### src/rtl/repsub_divider.sv
// Unsigned repeated-subtraction divider: loads the dividend, then the divisor, from a shared bus.
// It subtracts the divisor once per clock and counts the subtractions into the quotient.
module repsub_divider #(
  parameter int unsigned WIDTH = 16
) (
  input  logic             clk,
  input  logic             rst_n,
  input  logic             start,
  input  logic [WIDTH-1:0] datain,
  output logic [WIDTH-1:0] quotient,
  output logic [WIDTH-1:0] remainder,
  output logic             busy,
  output logic             done,
  output logic             dbz
);

  typedef enum logic [2:0] {
    S_IDLE,
    S_LOAD_A,
    S_LOAD_B,
    S_CHECK,
    S_SUB,
    S_DONE
  } state_t;

  state_t           state_q, state_d;
  logic [WIDTH-1:0] r_q, r_d;
  logic [WIDTH-1:0] d_q, d_d;
  logic [WIDTH-1:0] q_q, q_d;
  logic             dbz_q, dbz_d;

  always_ff @(posedge clk or negedge rst_n) begin
    if (!rst_n) begin
      state_q <= S_IDLE;
      r_q     <= '0;
      d_q     <= '0;
      q_q     <= '0;
      dbz_q   <= 1'b0;
    end else begin
      state_q <= state_d;
      r_q     <= r_d;
      d_q     <= d_d;
      q_q     <= q_d;
      dbz_q   <= dbz_d;
    end
  end

  always_comb begin
    state_d = state_q;
    r_d     = r_q;
    d_d     = d_q;
    q_d     = q_q;
    dbz_d   = dbz_q;
    unique case (state_q)
      S_IDLE: begin
        if (start) state_d = S_LOAD_A;
      end
      S_LOAD_A: begin
        r_d     = datain;
        dbz_d   = 1'b0;
        state_d = S_LOAD_B;
      end
      S_LOAD_B: begin
        d_d     = datain;
        q_d     = '0;
        state_d = S_CHECK;
      end
      S_CHECK: begin
        // A zero divisor leaves R holding the dividend and saturates Q.
        if (d_q == '0) begin
          dbz_d   = 1'b1;
          q_d     = '1;
          state_d = S_DONE;
        end else begin
          state_d = S_SUB;
        end
      end
      S_SUB: begin
        if (r_q >= d_q) begin
          r_d = r_q - d_q;
          q_d = q_q + WIDTH'(1);
        end else begin
          state_d = S_DONE;
        end
      end
      S_DONE: begin
        if (start) state_d = S_LOAD_A;
      end
      default: state_d = S_IDLE;
    endcase
  end

  assign busy      = (state_q == S_LOAD_A) || (state_q == S_LOAD_B) ||
                     (state_q == S_CHECK)  || (state_q == S_SUB);
  assign done      = (state_q == S_DONE);
  assign quotient  = q_q;
  assign remainder = r_q;
  assign dbz       = dbz_q;

endmodule

### config.mk
export PLATFORM = sky130hd
export DESIGN_NAME = repsub_divider
export DESIGN_NICKNAME = d
export VERILOG_FILES = /design/src/rtl/repsub_divider.sv
export SDC_FILE = /design/constraint.sdc
export NUM_CORES = 1
export LEC_CHECK = 0
export ABC_AREA = 1
export CAP_MARGIN = 20
export CORE_MARGIN = 8
export CORE_UTILIZATION = 55
export DETAILED_ROUTE_END_ITERATION = 12
export PLACE_DENSITY = 0.82
export SYNTH_ARGS = -nofsm -noshare
export SYNTH_HDL_FRONTEND = slang
export SYNTH_SLANG_ARGS = --single-unit
export TNS_END_PERCENT = 5
### constraint.sdc
create_clock -name clk -period 4.75 [get_ports clk]
set_input_delay 0.95 -clock clk [delete_from_list [all_inputs] [get_ports clk]]
set_output_delay 0.95 -clock clk [all_outputs]
set_load 0.05 [all_outputs]
==> impl_results.md, run 1 <==
* Sw Share at 54.27%
* Synth area leader: dfrtp_1
* Largest net degree at the start of global routing at 53
* Finished Cell Area at 4511 sq um
* Placed inst area at 4382 sq um
* Initial antenna violation count at 0
* Average size of a mapped cell at 6.418 sq um
* Count of cells along the worst hold path at 2
* Largest family of logic cells by synthesized area: simple AND/OR/NAND/NOR gates
* CTS Buf Count at 5
* Post-synthesis mux area share at 0%
* WP data arrival at 2.39 ns
* Crit. End Element: primary output
* Final setup fails at 0
* Worst Clk Skew at 0.01022 ns
* DR DRC count at 0
* Worst-skew pair later-pin latency at 0.31 ns
* CP max FO at 18
* Post-Synth XOR/XNOR Area at 0.2294%
* Clk pwr share at 10.1%
* P_int at 1.600 mW
* Die area at 9865 sq um
* Worst vdd ir at 0.6338 mV
* Async set-or-reset flop fraction in the synthesized netlist at 100.0%
* Slew Limit Fails at 0
* Postcts setup bufs at 0
* Port Buf Inserts at 53
* Boundary Pins at 54
* Non-filler cells, final at 724
* Synthesized net count at 632
* CP required at 3.80 ns
* Die width at 99.33 um
* Slew margin rel. at 54.74%
* RSZ-0062 raised after global routing: false
* Router iterations before antenna repair at 5
* Resized Gates After CTS at 0
* Final layout net count at 681
* Synth top area share at 34.08%
* Worst setup margin at 1.414 ns
* Grt ovf at 0
* Post-synthesis adder-cell area fraction at 6.094%
* Placer's final routability congestion estimate at 0.9162
* Worst-Margin Slew at 0.6779 ns
* Fillcell total at 613
* Flops & latches, synth at 52
* Setup Slack @ Placement at 1.803 ns
* Mapped Area at 3819 sq um
* Die Y at 99.33 um
* Worst setup SP type: flip-flop
* # hold bufs at CTS at 0
* Final worst path period share at 70.24%
* Layout Area Growth over Synthesis at 18.12%
* Most used flip-flop cell after synthesis: dfrtp_1
* P_leak at 2.414 nW
* Critical path type: reg2out
* Fmax at 299.7 MHz
* P_sw at 1.899 mW
* MaxCap Viol Count at 0
* CTS tree: built
* Simple-Gate Fraction of Synth Area at 40.24%
* Post-synth EDFFs at 0
* Ant diodes at 0
* Top cells by count, synth: 233 x nand2_1, 87 x inv_1, 56 x nand3_1
* Netlist cell types at 34
* Reg power frac at 22.1%
* Vias in the first global route at 3702
* GRT Total Usage at 19.68%
* Clock sinks at 52
* Starting Density at 56.52%
* Min-delay worst type: reg2reg
* Via density per instance at 5.244
* ANT nets after route at 0
* First-pass GRT wire length at 16.34 mm
* Ys Warns at 0
* Vias at 3797
* Compound-Gate Fraction of Synth Area at 8.126%
* Final Critical Period at 3.336 ns
* Placed cells at 717
* Clock-pin slew on the worst setup and hold paths at 0.10 ns
* Cells after Synth at 595
* Site Rows at 30
* Hold Fails Final Rpt at 0
* Combinational power share at 67.8%
* DP HPWL at 7.159 mm
* CTS Root Cell: clkbuf_8
* Core Area at 6756 sq um
* Layout cells sized above 1 at 5.435%
* Top cells by area, synth: dfrtp_1 34%, nand2_1 23%, inv_1 8.6%
* Longest Clk Path Bufs at 2
* TNS Setup at 0 ns
* H-tree depth at 2
* Most common cell in the synthesized netlist: nand2_1
* Routed wire length at 9.601 mm
* Initial DRC count at 202
* Worst r2r path cells at 8
* Status: completed
* Avg WL per Cell at 13.26 um
* Post-synthesis sequential area ratio at 34.08%
* PD cells at 775.9 nW/um^2
cells in the final DEF, fill, tap and decap left out:
cell type and instances:
nand4_1 8, xnor2_1 1, o21bai_1 2, clkdlybuf4s50_1 52
o21ai_1 2, clkbuf_8 5, buf_2 1, buf_4 2
inv_1 87, and2_1 1, nand2_1 233, a21oi_1 18
o22ai_1 3, o31ai_1 1, nor2_2 4, nand3_1 56
nor2_1 38, nand2_2 3, a21oi_4 1, ha_1 17
inv_2 5, fa_1 1, bufinv_16 2, nand3_2 2
a21boi_0 1, nand3b_1 3, nor3_1 6, o21ai_0 24
nor4_1 2, inv_4 1, dfrtp_1 52, o211ai_1 1
a21oi_2 2, nand2_4 2, or2_2 5
stage by stage:
| stage | util (%) | power [mW] | hold slack [ns] |
|---|---|---|---|
| after floorplan | - | 2.559 | 0.4530 |
| after global placement | 64.85 | 3.064 | 0.4692 |
| after detailed placement | 64.85 | 3.129 | 0.4810 |
| after CTS | 66.76 | 3.499 | 0.5029 |
| after global routing | 66.76 | 3.812 | 0.5293 |
| final | 66.76 | 3.500 | 0.5025 |
sequential cells by signal, indices dropped and copies added, names as in the netlist:
name and flops:
d_q 16, dbz 1, quotient 16, remainder 16
state_q 3
cell families after synthesis:
family | Yosys count
AND/OR/NAND/NOR | 363
buffers and inverters | 106
AO/OA/AOI/OAI | 55
flip-flops | 52
adder cells (fa/ha/maj) | 18
XOR/XNOR | 1
worst paths after layout:
path	slack, ns	to	start
max	1.41	busy	state_q[2]
min	0.50	d_q[5]	d_q[5]
max reg2reg	2.18	quotient[14]	state_q[1]
min reg2reg	0.50	d_q[5]	d_q[5]
max in group asynchronous	3.56	remainder[8]	rst_n
min in group asynchronous	0.76	remainder[10]	rst_n
critical path, stage by stage, from the launching register on:
cell and delay [ns]:
dfrtp_1 0.44, nor2_1 0.17, inv_1 0.12, nor2_2 0.19, inv_2 0.18, nand4_1 0.14, clkdlybuf4s50_1 0.83
area by class of cell:
type | instances | area, sq um | share of cell area, %
Clock inverter | 2 | 60.06 | 1.331
Sequential cell | 52 | 1301 | 28.85
Inverter | 93 | 351.6 | 7.795
Timing Repair Buffer | 55 | 540.5 | 11.98
Clock buffer | 5 | 68.82 | 1.526
Tap cell | 80 | 100.1 | 2.219
Multi-Input combinational cell | 437 | 2088 | 46.30
metal layers:
metal,routed length [um],up-vias,GRT usage (%)
li1,-,1950,-
met1,4587,1744,25.43
met2,4511,97,33.57
met3,438,6,3.212
met4,64,0,4.191
met5,0,-,0
power groups by stage:
stage	combinational, mW	clock, mW	sequential (mW)
4_1_cts	2.37	0.362	0.771
6_report	2.37	0.354	0.774
3_5_place_dp	2.35	0	0.780
2_1_floorplan	1.49	0	1.07
3_3_place_gp	2.29	0	0.772
5_1_grt	2.64	0.376	0.794
Power figures use the tool's default switching activity.
==> inputs of run 2 (changes only) <==
- clock period: 4.75 -> 3.48 ns (I/O delays scaled with it)
==> run 2 against run 1 <==
  * Core utilization is 0.11 points higher
  * Highest routed layer unchanged
  * Clock skew rose by 0.0019 ns
  * Critical path depth is the same
  * Clock power is 25% higher
  * Cell area up 0.17%
  * Count of clock-buffer cells in the layout rose by 1
  * Critical path type unchanged
  * Worst setup slack got worse by 1.0 ns
  * Sequential power grew 37%
  * Via count down 0.74%
==> impl_results.md, run 2 (same netlist as run 1, synthesis figures left out) <==
* Clock sinks at 52
* Worst vdd ir at 0.7335 mV
* Vias in the first global route at 3579
* Combinational power share at 68.2%
* Reg power frac at 22.5%
* Critical path's slowest cell: clkdlybuf4s50_1
* Port Buf Inserts at 53
* Crit. End Element: primary output
* ANT nets after route at 0
* Final layout net count at 683
* Most common cell after layout, fill and taps aside: nand2_1
* Boundary Pins at 54
* First-pass GRT wire length at 16.33 mm
* Sw Share at 54.66%
* Status: completed
* Die width at 99.33 um
* Max incr delay on CP at 0.81 ns
* Reg area at 1301 sq um
* Multi-input combinational cell area at 2088 sq um
* Worst Clk Skew at 0.01213 ns
* Avg WL per Cell at 13.24 um
* Core Area at 6756 sq um
* Largest net degree at the start of global routing at 34
* RSZ-0062 raised after global routing: false
* # hold bufs at CTS at 0
* Die area at 9865 sq um
* Ant diodes at 0
* Slew Limit Fails at 0
* H-tree depth at 2
* GR Util met3 at 2.863%
* Crit path depth at 6
* Final worst path period share at 88.18%
* Placed inst area at 4397 sq um
* Routed wire length at 9.626 mm
* Hold Fails Final Rpt at 0
* Routing usage on met2 at 33.37%
* PD cells at 1047 nW/um^2
* Worst-skew pair later-pin latency at 0.31 ns
* Resized Gates After CTS at 0
* P_int at 2.144 mW
* Initial antenna violation count at 0
* GRT Total Usage at 19.82%
* TNS Setup at 0 ns
* P_leak at 2.421 nW
* Placer's final routability congestion estimate at 0.8967
* Clock-pin slew on the worst setup and hold paths at 0.10 ns
* Fmax at 325.9 MHz
* Finished Cell Area at 4518 sq um
* GR peak layer: met2
* Critical-path cell list: nor2_1 -> inv_1 -> nor2_2 -> inv_2 -> nand4_1 -> clkdlybuf4s50_1
* Worst setup path end: busy
* Critical path type: reg2out
* Worst setup margin at 0.4112 ns
* MaxCap Viol Count at 0
* Clk pwr share at 9.4%
* Fillcell total at 632
* Worst r2r path cells at 13
* Crit path buf inv count at 3
* CTS tree: built
* CTS Buf Count at 5
* Grt ovf at 0
* Site Rows at 30
* CP required at 2.78 ns
* CTS Root Cell: clkbuf_8
* Initial DRC count at 201
* CP max FO at 18
* Via density per instance at 5.184
* Slew margin rel. at 62.66%
* Die Y at 99.33 um
* Layout Area Growth over Synthesis at 18.32%
* Postcts setup bufs at 0
* DP HPWL at 7.348 mm
* Setup Slack @ Placement at 0.7894 ns
* Worst setup SP type: flip-flop
* Crit path from: state_q[2]
* CP delay by family, top: buffers and inverters
* Reg-to-reg critical path startpoint: remainder[0]
* Router iterations before antenna repair at 5
* Final Critical Period at 3.069 ns
* Most frequent cells in the layout: 233 x nand2_1, 87 x inv_1, 56 x nand3_1, 52 x dfrtp_1, 52 x clkdlybuf4s50_1
* Longest Clk Path Bufs at 2
* Final setup fails at 0
* Vias at 3769
* GR Util met1 at 25.70%
* Min-delay worst type: in2async
* Starting Density at 56.52%
* WP data arrival at 2.37 ns
* R2r endpoint: quotient[7]
* Layout cells sized above 1 at 5.873%
* P_sw at 2.584 mW
* Worst-Margin Slew at 0.5601 ns
* DR DRC count at 0
* FF-to-FF setup slack at 1.05 ns
## run 2: per-stage QoR
stage	hold slack, ns	utilization, %	std cells	power, mW
finish	0.3673	66.87	727	4.729
global route	0.3986	66.87	727	5.190
CTS	0.3871	66.87	727	4.748
detailed placement	0.4830	65.07	719	4.287
global placement	0.4698	65.07	719	4.195
floorplan	0.4004	-	595	3.493
## run 2: worst min path at each step
stage	startpoint	to	slack [ns]	depth (start not counted)
after floorplan	rst_n	d_q[0]	0.40	0
after global placement	d_q[6]	d_q[6]	0.47	2
after detailed placement	d_q[7]	d_q[7]	0.48	2
after CTS	rst_n	d_q[15]	0.39	1
after global routing	rst_n	d_q[15]	0.40	1
final	rst_n	d_q[15]	0.37	1
## run 2: area by class of cell
| class | count | share of cell area [%] |
|---|---|---|
| repair buffers | 57 | 12.30 |
| flip-flops and latches | 52 | 28.80 |
| inverters | 93 | 7.782 |
| multi-input cells | 437 | 46.22 |
| clock inverters | 2 | 0.8585 |
| well taps | 80 | 2.215 |
| clock buffers | 6 | 1.828 |
## run 2: power groups by stage
| stage | sequential, mW | clock [mW] | combinational [mW] |
|---|---|---|---|
| 6_report | 1.06 | 0.443 | 3.22 |
| 5_1_grt | 1.09 | 0.473 | 3.63 |
| 4_1_cts | 1.06 | 0.456 | 3.23 |
| 3_5_place_dp | 1.07 | 0 | 3.22 |
| 3_3_place_gp | 1.06 | 0 | 3.14 |
| 2_1_floorplan | 1.46 | 0 | 2.03 |
## run 2: per-layer routing
metal	part of all wire [%]	wire [um]
met5	0	0
met1	48	4651
met4	1.0	101
met3	4.6	445
met2	46	4428
==> inputs of run 3 (changes only) <==
- CTS_CLUSTER_DIAMETER: not set -> 80
- SKIP_CTS_REPAIR_TIMING: not set -> 1
==> results of run 3 <==
No change in the layout: final DEF, timing and power equal those of run 2.
